--- config.mk ---
export PLATFORM = sky130hd
export DESIGN_NAME = store_queue_unit
export DESIGN_NICKNAME = d
export VERILOG_FILES = /design/src/rtl/store_queue_unit.sv
export SDC_FILE = /design/constraint.sdc
export NUM_CORES = 1
export LEC_CHECK = 0
export CAP_MARGIN = 20
export CORE_MARGIN = 2
export CORE_UTILIZATION = 55
export CTS_BUF_LIST = sky130_fd_sc_hd__clkbuf_4 sky130_fd_sc_hd__clkbuf_8 sky130_fd_sc_hd__clkbuf_16
export CTS_CLUSTER_SIZE = 14
export DETAILED_ROUTE_END_ITERATION = 6
export PLACE_DENSITY = 0.8
export SYNTH_ARGS = -nofsm -noshare
export SYNTH_HDL_FRONTEND = slang
export SYNTH_SLANG_ARGS = --single-unit
--- constraint.sdc ---
create_clock -name clk_in -period 17.4 [get_ports clk_in]
set_clock_uncertainty 0.15 [all_clocks]
set_input_delay 1.74 -clock clk_in [delete_from_list [all_inputs] [get_ports clk_in]]
set_output_delay 1.74 -clock clk_in [all_outputs]
set_load 0.01 [all_outputs]
--- src/rtl/store_queue_unit.sv ---
// store_queue_unit: buffered store path between execute and data memory.
//
// Store requests are checked for natural alignment, lane-positioned for an XLEN-wide bus and
// queued in a DEPTH-entry FIFO that drains over a req/ack handshake. A fence handshake blocks new
// stores until the queue is empty, and a hazard check flags loads hitting a queued word.
//
// Ports:
//   clk_in, rst_in          clock, asynchronous active-high reset
//   st_req_in, funct3_in,
//   iadder_in, rs2_in       store request, size code, byte address, right-justified data
//   st_ready_out            queue can accept a store this cycle
//   misaligned_out          one-cycle pulse after a rejected store
//   err_addr_out            address of the most recent rejected store
//   dm_req_out, dm_ack_in   head entry valid / accepted by memory
//   dm_addr_out, dm_data_out,
//   dm_wr_mask_out          head entry word address, lane data, byte enables (0 when empty)
//   chk_addr_in, chk_hit_out load hazard check against occupied entries
//   fence_req_in, fence_done_out  drain request / completion pulse
//   count_out               occupied entries
module store_queue_unit #(
    parameter int unsigned XLEN   = 32,
    parameter int unsigned DEPTH  = 4,
    parameter int unsigned ADDR_W = 32
) (
    input  logic                         clk_in,
    input  logic                         rst_in,
    input  logic                         st_req_in,
    input  logic [2:0]                   funct3_in,
    input  logic [ADDR_W-1:0]            iadder_in,
    input  logic [XLEN-1:0]              rs2_in,
    output logic                         st_ready_out,
    output logic                         misaligned_out,
    output logic [ADDR_W-1:0]            err_addr_out,
    output logic                         dm_req_out,
    input  logic                         dm_ack_in,
    output logic [ADDR_W-1:0]            dm_addr_out,
    output logic [XLEN-1:0]              dm_data_out,
    output logic [XLEN/8-1:0]            dm_wr_mask_out,
    input  logic [ADDR_W-1:0]            chk_addr_in,
    output logic                         chk_hit_out,
    input  logic                         fence_req_in,
    output logic                         fence_done_out,
    output logic [$clog2(DEPTH+1)-1:0]   count_out
);

    localparam int unsigned B    = XLEN / 8;
    localparam int unsigned OFFW = $clog2(B);
    localparam int unsigned PTRW = $clog2(DEPTH);
    localparam int unsigned CNTW = $clog2(DEPTH + 1);

    typedef enum logic {StRun, StFence} state_e;

    state_e              state_q, state_d;
    logic [PTRW-1:0]     wr_ptr_q, wr_ptr_d;
    logic [PTRW-1:0]     rd_ptr_q, rd_ptr_d;
    logic [CNTW-1:0]     count_q, count_d;
    logic                misaligned_q, misaligned_d;
    logic [ADDR_W-1:0]   err_addr_q, err_addr_d;
    logic                fence_done_q, fence_done_d;
    logic [ADDR_W-1:0]   mem_addr_q [DEPTH];
    logic [ADDR_W-1:0]   mem_addr_d [DEPTH];
    logic [XLEN-1:0]     mem_data_q [DEPTH];
    logic [XLEN-1:0]     mem_data_d [DEPTH];
    logic [B-1:0]        mem_mask_q [DEPTH];
    logic [B-1:0]        mem_mask_d [DEPTH];

    logic [OFFW-1:0]     off;
    logic [3:0]          sz;
    logic                legal;
    logic                enq;
    logic                deq;
    logic                reject;
    logic [B-1:0]        sz_lanes;
    logic [B-1:0]        new_mask;
    logic [XLEN-1:0]     keep;
    logic [XLEN-1:0]     new_data;
    logic [ADDR_W-1:0]   new_addr;
    logic [PTRW-1:0]     rel;

    // Only the word address takes part in the hazard compare.
    logic unused_chk_low;
    assign unused_chk_low = ^chk_addr_in[OFFW-1:0];

    // Alignment check and lane formatting of the incoming store.
    always_comb begin
        off      = iadder_in[OFFW-1:0];
        sz       = 4'd1 << funct3_in[1:0];
        // For sizes that fit the bus, sz-1 fits in OFFW bits, so the truncation is harmless.
        legal    = !funct3_in[2] && (sz <= 4'(B)) && ((off & OFFW'(sz - 4'd1)) == '0);
        sz_lanes = '0;
        keep     = '0;
        for (int i = 0; i < int'(B); i++) begin
            sz_lanes[i]     = (i < int'(sz));
            keep[8*i +: 8]  = {8{sz_lanes[i]}};
        end
        new_mask = sz_lanes << off;
        new_data = (rs2_in & keep) << {off, 3'b000};
        new_addr = {iadder_in[ADDR_W-1:OFFW], {OFFW{1'b0}}};
    end

    assign st_ready_out = (count_q < CNTW'(DEPTH)) && (state_q == StRun);
    assign enq          = st_req_in && st_ready_out && legal;
    assign reject       = st_req_in && st_ready_out && !legal;
    assign dm_req_out   = (count_q != '0);
    assign deq          = dm_req_out && dm_ack_in;

    // Queue and status next state.
    always_comb begin
        wr_ptr_d     = wr_ptr_q + PTRW'(enq);
        rd_ptr_d     = rd_ptr_q + PTRW'(deq);
        count_d      = count_q;
        unique case ({enq, deq})
            2'b10:   count_d = count_q + CNTW'(1);
            2'b01:   count_d = count_q - CNTW'(1);
            default: count_d = count_q;
        endcase
        mem_addr_d = mem_addr_q;
        mem_data_d = mem_data_q;
        mem_mask_d = mem_mask_q;
        if (enq) begin
            mem_addr_d[wr_ptr_q] = new_addr;
            mem_data_d[wr_ptr_q] = new_data;
            mem_mask_d[wr_ptr_q] = new_mask;
        end
        misaligned_d = reject;
        err_addr_d   = reject ? iadder_in : err_addr_q;
    end

    // Fence FSM: leave FENCE once the queue is observed empty; the done pulse is registered.
    always_comb begin
        state_d      = state_q;
        fence_done_d = 1'b0;
        unique case (state_q)
            StRun: begin
                if (fence_req_in) begin
                    state_d = StFence;
                end
            end
            StFence: begin
                if (count_q == '0) begin
                    state_d      = StRun;
                    fence_done_d = 1'b1;
                end
            end
            default: state_d = StRun;
        endcase
    end

    always_ff @(posedge clk_in or posedge rst_in) begin
        if (rst_in) begin
            state_q      <= StRun;
            wr_ptr_q     <= '0;
            rd_ptr_q     <= '0;
            count_q      <= '0;
            misaligned_q <= 1'b0;
            err_addr_q   <= '0;
            fence_done_q <= 1'b0;
            for (int i = 0; i < int'(DEPTH); i++) begin
                mem_addr_q[i] <= '0;
                mem_data_q[i] <= '0;
                mem_mask_q[i] <= '0;
            end
        end else begin
            state_q      <= state_d;
            wr_ptr_q     <= wr_ptr_d;
            rd_ptr_q     <= rd_ptr_d;
            count_q      <= count_d;
            misaligned_q <= misaligned_d;
            err_addr_q   <= err_addr_d;
            fence_done_q <= fence_done_d;
            mem_addr_q   <= mem_addr_d;
            mem_data_q   <= mem_data_d;
            mem_mask_q   <= mem_mask_d;
        end
    end

    // Head presentation and hazard check; stale storage is never visible.
    always_comb begin
        dm_addr_out    = dm_req_out ? mem_addr_q[rd_ptr_q] : '0;
        dm_data_out    = dm_req_out ? mem_data_q[rd_ptr_q] : '0;
        dm_wr_mask_out = dm_req_out ? mem_mask_q[rd_ptr_q] : '0;
        chk_hit_out    = 1'b0;
        rel            = '0;
        for (int i = 0; i < int'(DEPTH); i++) begin
            // Entry i is occupied when its distance from the head is below the count.
            rel = PTRW'(i) - rd_ptr_q;
            if (({1'b0, rel} < count_q) &&
                (mem_addr_q[i][ADDR_W-1:OFFW] == chk_addr_in[ADDR_W-1:OFFW])) begin
                chk_hit_out = 1'b1;
            end
        end
    end

    assign misaligned_out = misaligned_q;
    assign err_addr_out   = err_addr_q;
    assign fence_done_out = fence_done_q;
    assign count_out      = count_q;

endmodule

; Word level (Yosys, flattened, before mapping)
; Cells that the tools add are included.
[totals]
reg_bits = 314
latch_bits = 0
ramBits = 0
rom_bits = 0
memories = 0
[op_classes]
add_sub_neg = 9
multipliers = 0
div_mod_pow = 0
order_cmp = 13
n_eq_ne = 6
n_shift = 3
muxes = 29
bitwise = 5
reduce_logical = 18
[ops]
columns = cell, count
row1 = $bwmux W128, 2
row2 = $mux W32, 7
row3 = $bmux W32 S2, 2
row4 = $eq A30 B30 Y1, 4
row5 = $demux W32 S2, 1
row6 = $and A32 B32 Y32, 1
row7 = $shl A32 B5 Y32, 1
row8 = $bwmux W16, 1
row9 = $mux W4, 4
row10 = $logic_and A1 B1 Y1, 12
row11 = $lt A2 B3 Y1, 4
row12 = $bmux W4 S2, 1
row13 = $demux W4 S2, 1
row14 = $lt A1 B4 Y1 const A, 2
row15 = $lt A2 B4 Y1 const A, 2
row16 = $mux W1, 8
row17 = $ge A3 B3 Y1 const B, 2
row18 = $not A2 Y3, 2
row19 = $pmux W3 S2, 1
row20 = $add A2 B1 Y2, 2
row21 = $le A4 B3 Y1 const B, 1
row22 = $shl A1 B2 Y4 const A, 1
row23 = $shl A4 B2 Y4, 1
row24 = $sub A1 B2 Y2 const A, 2
row25 = 16 further kinds, 18

; Logic depth before layout (Yosys ltp)
[logic_depth]
depth_word = 8
mapped_depth = 9

; Worst setup path after synthesis
; OpenSTA, ideal clock, no wires.
[synth_path]
path_type = input to output
startpoint = input port chk_addr_in[19]
endpoint = output port chk_hit_out
arrival_time_ns = 2.756
path_slack_ns = 12.754
path_stages = 5
path_buffers = 0
cell_sequence = xor2_1 nor4_1 nand4_1 a2111oi_0 or4_1
[synth_via]
elab_chain_cells = 6
[synth_lines]
columns = item, line
row1 = from (decl), 39  ; input logic [ADDR_W-1:0] chk_addr_in,
row2 = $eq A30 B30 Y1, 188  ; (mem_addr_q[i][ADDR_W-1:OFFW] == chk_addr_in[ADDR_W-1:OFFW])) begin
row3 = $logic_and A1 B1 Y1, 187  ; if (({1'b0, rel} < count_q) &&
row4 = $mux W1 (3 in series), 187
row5 = $mux W1 (*), 187
row6 = to (decl), 40  ; output logic chk_hit_out,
; Mark *: on every way between the ends. The rest lies on a longest branch, timed or not.

; Worst setup path in the final report
[layout_path]
startpoint = input port chk_addr_in[13]
endpoint = output port chk_hit_out
; Same word-level chain as after synthesis.

==> impl_metrics.tcl <==
set metrics [dict create \
    power_uw 2520 \
    synthTopCellsByCount "306 x dfrtp_1, 255 x mux2_2, 100 x xor2_1" \
    wl_per_cell_um 23.1 \
    ir_worst_vdd_uv 125 \
    synth.top_cell.area_share_pct 49.3 \
    grt.overflow.total 0 \
    coreArea_um2 27800 \
    cts_tree "yes" \
    cap_violations 0 \
    vias 9948 \
    async_reset_ff_share_pct 100 \
    cts_sinks 306 \
    yosysMostFrequentCell "dfrtp_1" \
    gp_congestion 0.946 \
    tns_ps 0 \
    wl_um 39000 \
    grt_util_all_layers_pct 27.0 \
    crit_fanout 4 \
    cp.arrival_ps 4350 \
    cts.hold.buffers_added 0 \
    critPathKind "in2out" \
    synth_edf_count 0 \
    firstDrtPassIters 5 \
    timing.fmax_ghz 0.160 \
    place_inst 1630 \
    antenna_found_initial 0 \
    cts_setup_buffers 0 \
    slew_headroom_pct 26.5 \
    routed_via_density 5.89 \
    die_area_um2 29600 \
    diodes 0 \
    grt_pass1_wl_um 60200 \
    ys_seq_elements 306 \
    place_area_um2 17900 \
    grt_max_degree 173 \
    ioPinCount 212 \
    post-dp-hpwl_um 26000 \
    rr_worst_depth 7 \
    clk_latency_ps 510 \
    timing.final.crit_share_pct 35.8 \
    ctsLongestPathBuffers 3 \
    start_util_pct 55.9 \
    drc 0 \
    synth_area_um2 15500 \
    rsz0062_at_grt "no" \
    grt_pass1_vias 10081 \
    cp-start-kind "input pin" \
    syn2layout_area_growth_pct 22.5 \
    syn_area_per_cell_um2 14.2 \
    drive_above_1_share_pct 33.8 \
    yosys_warnings 0 \
    worstMarginPinSlew_ps 1100 \
    crit_required_ps 15510 \
    leakagePower_uw 0.00907 \
    drtIter0Drc 660 \
    cts_buffers 34 \
    antenna_left 0 \
    hold_class "reg2reg" \
    finalNonFillerCells 1689 \
    synth-main-ff-cell "dfrtp_1" \
    hold_viol 0 \
    synth_area_leader_cell "dfrtp_1" \
    fin_nets 1400 \
    yosysSeqAreaShare_pct 49.3 \
    fillers 2012 \
    synthCells 1098 \
    die_x_um 172 \
    fp-row-count 61 \
    hold_path_depth 2 \
    finalSetupViolCount 0 \
    htreeDepth 2 \
    power_density_nw_per_um2 132 \
    die_y_um 172 \
    ys_types 40 \
    numPortBuffers 207 \
    postCtsResizedCells 0 \
    root_buffer "clkbuf_16" \
    slew_violations 0 \
    synth_area_leaders "dfrtp_1 49%, mux2_2 18%, mux4_2 9.6%, xor2_1 5.6%, mux2_4 3.9%" \
    clkTransAtPathRegs_ps 60 \
    stdcell_area_um2 19000 \
    cp-end-kind "primary output" \
    period_needed_ps 6240 \
    status "finished, final reports clean" \
]
-- worst max-delay path, cell delays in order --
cell and delay, ps:
clkdlybuf4s50_1 560, xor2_1 220, nor4_1 580, nand3_1 130, a2111oi_0 340, or4_1 220
clkdlybuf4s50_1 550
-- layout make-up --
class                           instances  area (um2)  area share (%)
Timing Repair Buffer                  221        2190            11.5
Multi-Input combinational cell        713        7530            39.5
Clock inverter                          9         116           0.611
Clock buffer                           50        1020            5.36
Tap cell                              378         473            2.48
Sequential cell                       306        7660            40.2
Inverter                               12        52.6           0.276
-- kinds of logic (layout without fill, tap and decap cells) --
| kind of cell | Yosys count | in the layout | synth area share (%) |
|---|---|---|---|
| adder cells (fa/ha/maj) | 8 | 8 | 0.692 |
| other | 1 | 2 | 0.0241 |
| XOR/XNOR | 126 | 126 | 7.10 |
| multiplexers | 370 | 370 | 32.5 |
| AND/OR/NAND/NOR | 150 | 150 | 5.64 |
| buffers and inverters | 80 | 292 | 2.50 |
| AO/OA/AOI/OAI | 57 | 57 | 2.28 |
| flip-flops | 306 | 306 | 49.3 |
-- cells in the final DEF (no fill, tap or decap), types with 7 or more instances in the layout --
cell             Yosys  routed
mux2i_1              9       9
ha_1                 7       7
xor2_1             100     100
clkbuf_16            0      34
and2_1               9       9
xnor2_1             26      26
nor2_1              22      22
nor2b_1             68      68
mux2_2             255     255
clkbuf_4             0       8
mux2_4              40      40
o22ai_1             16      16
clkbuf_8             0       8
a22oi_1              8       8
mux4_2              66      66
buf_4               11      13
nor4_1              22      22
a21oi_1             14      14
nand4_1             10      10
dfrtp_1            306     304
clkdlybuf4s50_1      0     207
o21ai_0             10      10
inv_1               12      11
-- sequential cells by signal, indices dropped and copies added (netlist names) --
name / count
mem_mask_q: 16
fence_done_out: 1
mem_data_q: 128
rd_ptr_q: 2
wr_ptr_q: 2
err_addr_out: 32
count_out: 3
mem_addr_q: 120
misaligned_out: 1
state_q: 1
-- metrics by stage --
step / util [%] / setup slack [ps] / hold WS (ps)
after floorplan: - / 7050 / 323
after global placement: 64.4 / 11220 / 331
after detailed placement: 64.4 / 11230 / 338
after CTS: 68.5 / 11220 / 352
after global routing: 68.5 / 11080 / 362
final: 68.5 / 11160 / 348
-- worst paths after layout --
check | from | endpoint | slack, ps
max | chk_addr_in[13] | chk_hit_out | 11160
min | err_addr_out[1]$_DFFE_PP0P_ | err_addr_out[1]$_DFFE_PP0P_ | 350
max reg2reg | count_out[2]$_DFFE_PP0P_ | mem_data_q[23]$_DFFE_PP0P_ | 13900
min reg2reg | err_addr_out[1]$_DFFE_PP0P_ | err_addr_out[1]$_DFFE_PP0P_ | 350
max in group asynchronous | rst_in | rd_ptr_q[0]$_DFF_PP0_ | 13900
min in group asynchronous | rst_in | err_addr_out[20]$_DFFE_PP0P_ | 1630
-- layer usage --
| metal | track usage (%) | up-vias | share of wire, % |
|---|---|---|---|
| met5 | 0 | - | 0 |
| met4 | 7.96 | 0 | 2.8 |
| met3 | 5.06 | 69 | 6.8 |
| met2 | 40.4 | 337 | 46 |
| met1 | 40.4 | 5175 | 45 |
| li1 | - | 4367 | - |
-- where the power goes --
| part | leakage, uW | internal, uW | total, uW | switching, uW |
|---|---|---|---|---|
| Combinational | 0.00434 | 460 | 800 | 340 |
| Clock | 0.000569 | 438 | 727 | 289 |
| Sequential | 0.00416 | 858 | 992 | 134 |
Power figures use the tool's default switching activity.
==> RTL edit, RTL diff (same settings) <==
Take the reset off `err_addr_q` and load it in a clocked block of its own.
--- a/src/rtl/store_queue_unit.sv
+++ b/src/rtl/store_queue_unit.sv
@@ -154,5 +154,4 @@
             count_q      <= '0;
             misaligned_q <= 1'b0;
-            err_addr_q   <= '0;
             fence_done_q <= 1'b0;
             for (int i = 0; i < int'(DEPTH); i++) begin
@@ -167,5 +166,4 @@
             count_q      <= count_d;
             misaligned_q <= misaligned_d;
-            err_addr_q   <= err_addr_d;
             fence_done_q <= fence_done_d;
             mem_addr_q   <= mem_addr_d;
@@ -173,4 +171,8 @@
             mem_mask_q   <= mem_mask_d;
         end
+    end
+
+    always_ff @(posedge clk_in) begin
+        err_addr_q <= err_addr_d;
     end
 
Behaviour: not the same (Yosys sat finds a counterexample within 4 cycles, from zero or initial values and one cycle with rst_in high).
==> RTL edit against the original RTL <==
Synthesized area barely moved. Final area rose by 0.66%. Sequential share of layout area rose by 0.59 points. Sequential power fell by 3.0%. Power fell by 2.6%. Critical path depth did not move. Worst setup slack got worse by 0.095 ns. Routed wire length rose by 6.3%. Sequential cell count did not move. Critical endpoint unchanged.
==> RTL edit: results (changes against the original RTL) <==
Final layout
The net total in the final layout came to 1,546 (was 1,400). The fraction of final layout cells with drive strength greater than 1 is 21.5% (was 33.8%). The number of flip-flops in the largest register is 128 (unchanged). The most flop-heavy register is mem_data_q (unchanged).

Place
The placer's final routability congestion estimate is 0.932 (was 0.946). The placed instance area is 17,800 sq um (was 17,900 sq um). The total half-perimeter wirelength after legalization and detailed placement is 26,700 microns (was 26,000 microns).

Route
The total met3 wirelength after detailed routing is 3090 microns (was 2670 microns). The wire length per cell after detailed routing was 22.5 microns (was 23.1 microns). The via density per instance is 5.87 (was 5.89).

The violation count after the first detailed-route iteration is 1,137 (was 660). The met2 layer wire length in the routed design is 19,400 microns (was 17,800 microns). The uppermost layer routed is met5 (was met4).

The detailed-routing wirelength on met1 is 16,900 microns (was 17,400 microns).

Synth
The sequential cell area fraction in the yosys report is 50.3% (was 49.3%). The number of synthesized flops with an enable pin came to 32 (was 0). The fraction of registers with async set/reset came to 89.5% (was 100%). The multiplexer share of the synthesized area is 24.6% (was 32.5%). The xor-xnor portion of the synthesized cell area is 7.11% (was 7.10%). Most used standard cells in the synthesized netlist: dfrtp_1, nand2_1, mux2_2 (was dfrtp_1, mux2_2, xor2_1). The count of cell types in the netlist came to 42 (was 40). The post-synthesis share of cell area spent on full adders, half adders and majority gates came to 0.693% (was 0.692%). Largest cells by area after synthesis: dfrtp_1, mux4_2, mux2_2 (was dfrtp_1, mux2_2, mux4_2).

The compound-cell area share of the yosys netlist is 2.54% (was 2.28%).

Global route
The number of antenna violations at the first check in global routing is 3 (was 0). The global-route wire length before repair came to 63,800 microns (was 60,200 microns). The via count of the first global-routing pass is 11,200 (was 10,100). The pin count of the biggest net entering global routing is 137 (was 173).

The met2 capacity usage during global routing is 45.1% (was 40.4%). The global routing usage on met3 is 5.45% (was 5.06%). The global routing usage on met1 is 38.8% (was 40.4%). The global router's overall resource usage is 28.6% (was 27.0%).

Setup path
The worst endpoint data arrival time is 4.44 ns (was 4.35 ns). The delay of the slowest critical-path stage is 0.67 ns (was 0.58 ns). The maximum fanout along the worst path is 4 (unchanged).

Timing
The transition time of the tightest slew-check pin is 0.977 ns (was 1.10 ns).

Outcome
Status: completed (unchanged).

CTS
The total of hold buffers inserted after clock tree synthesis is 0 (unchanged). The number of buffers added by the clock tree synthesis step is 35 (was 34). The post-CTS resize count is 0 (unchanged).

Power and ir drop
The largest voltage drop on the vdd net is 0.0000772 V (was 0.000125 V). The cell leakage power is 9.09 nW (was 9.07 nW).
RTL edit: cell count changes after synthesis, sizes merged, moves of 8 or more:
cell    change
nand2     +230
mux2      -109
edfxtp     +32
buf        +14
clkbuf      -8
o21ai      +16
dfrtp      -32
RTL edit: stage by stage:
stage | hold WS (ns) | setup WS, ns | cells
2_1_floorplan | 0.290 | 7.96 | 1249
3_3_place_gp | 0.305 | 11.13 | 1774
3_5_place_dp | 0.307 | 11.11 | 1774
4_1_cts | 0.322 | 11.10 | 1836
5_1_grt | 0.344 | 11.09 | 1837
6_report | 0.322 | 11.07 | 1839
RTL edit: where the power goes:
group          internal [mW]  switching (mW)  total [mW]  leakage [nW]
Clock                  0.519           0.298       0.817         0.649
Sequential             0.841           0.121       0.962          4.05
Combinational          0.347           0.327       0.674          4.39
Total                   1.71           0.746        2.45          9.09
RTL edit: final timing paths:
kind,depth (start not counted),to,from,slack (ns)
setup reg to reg,7,mem_data_q[9],count_out[2],14.35
max in group asynchronous,5,rd_ptr_q[1],rst_in,13.45
min in group asynchronous,2,mem_data_q[94],rst_in,1.63
setup / recovery,7,chk_hit_out,chk_addr_in[19],11.07
hold / removal,2,mem_mask_q[4],mem_mask_q[4],0.32
hold reg to reg,2,mem_mask_q[4],mem_mask_q[4],0.32
RTL edit: area by class of cell:
class                   count  area [sq um]
repair buffers            222          2200
multi-input cells         856          7310
well taps                 378           473
clock inverters            10           176
fillers                  1953          8610
flip-flops and latches    306          7830
clock buffers              52          1120
inverters                  13          56.3
diodes                      2          5.00
RTL edit: worst max-delay path, delay by kind of cell:
kind	cells	cell delay, ns
buffers and inverters	2	1.15
xor gates and xnor gates	1	0.15
and+or+nand+nor	4	1.40
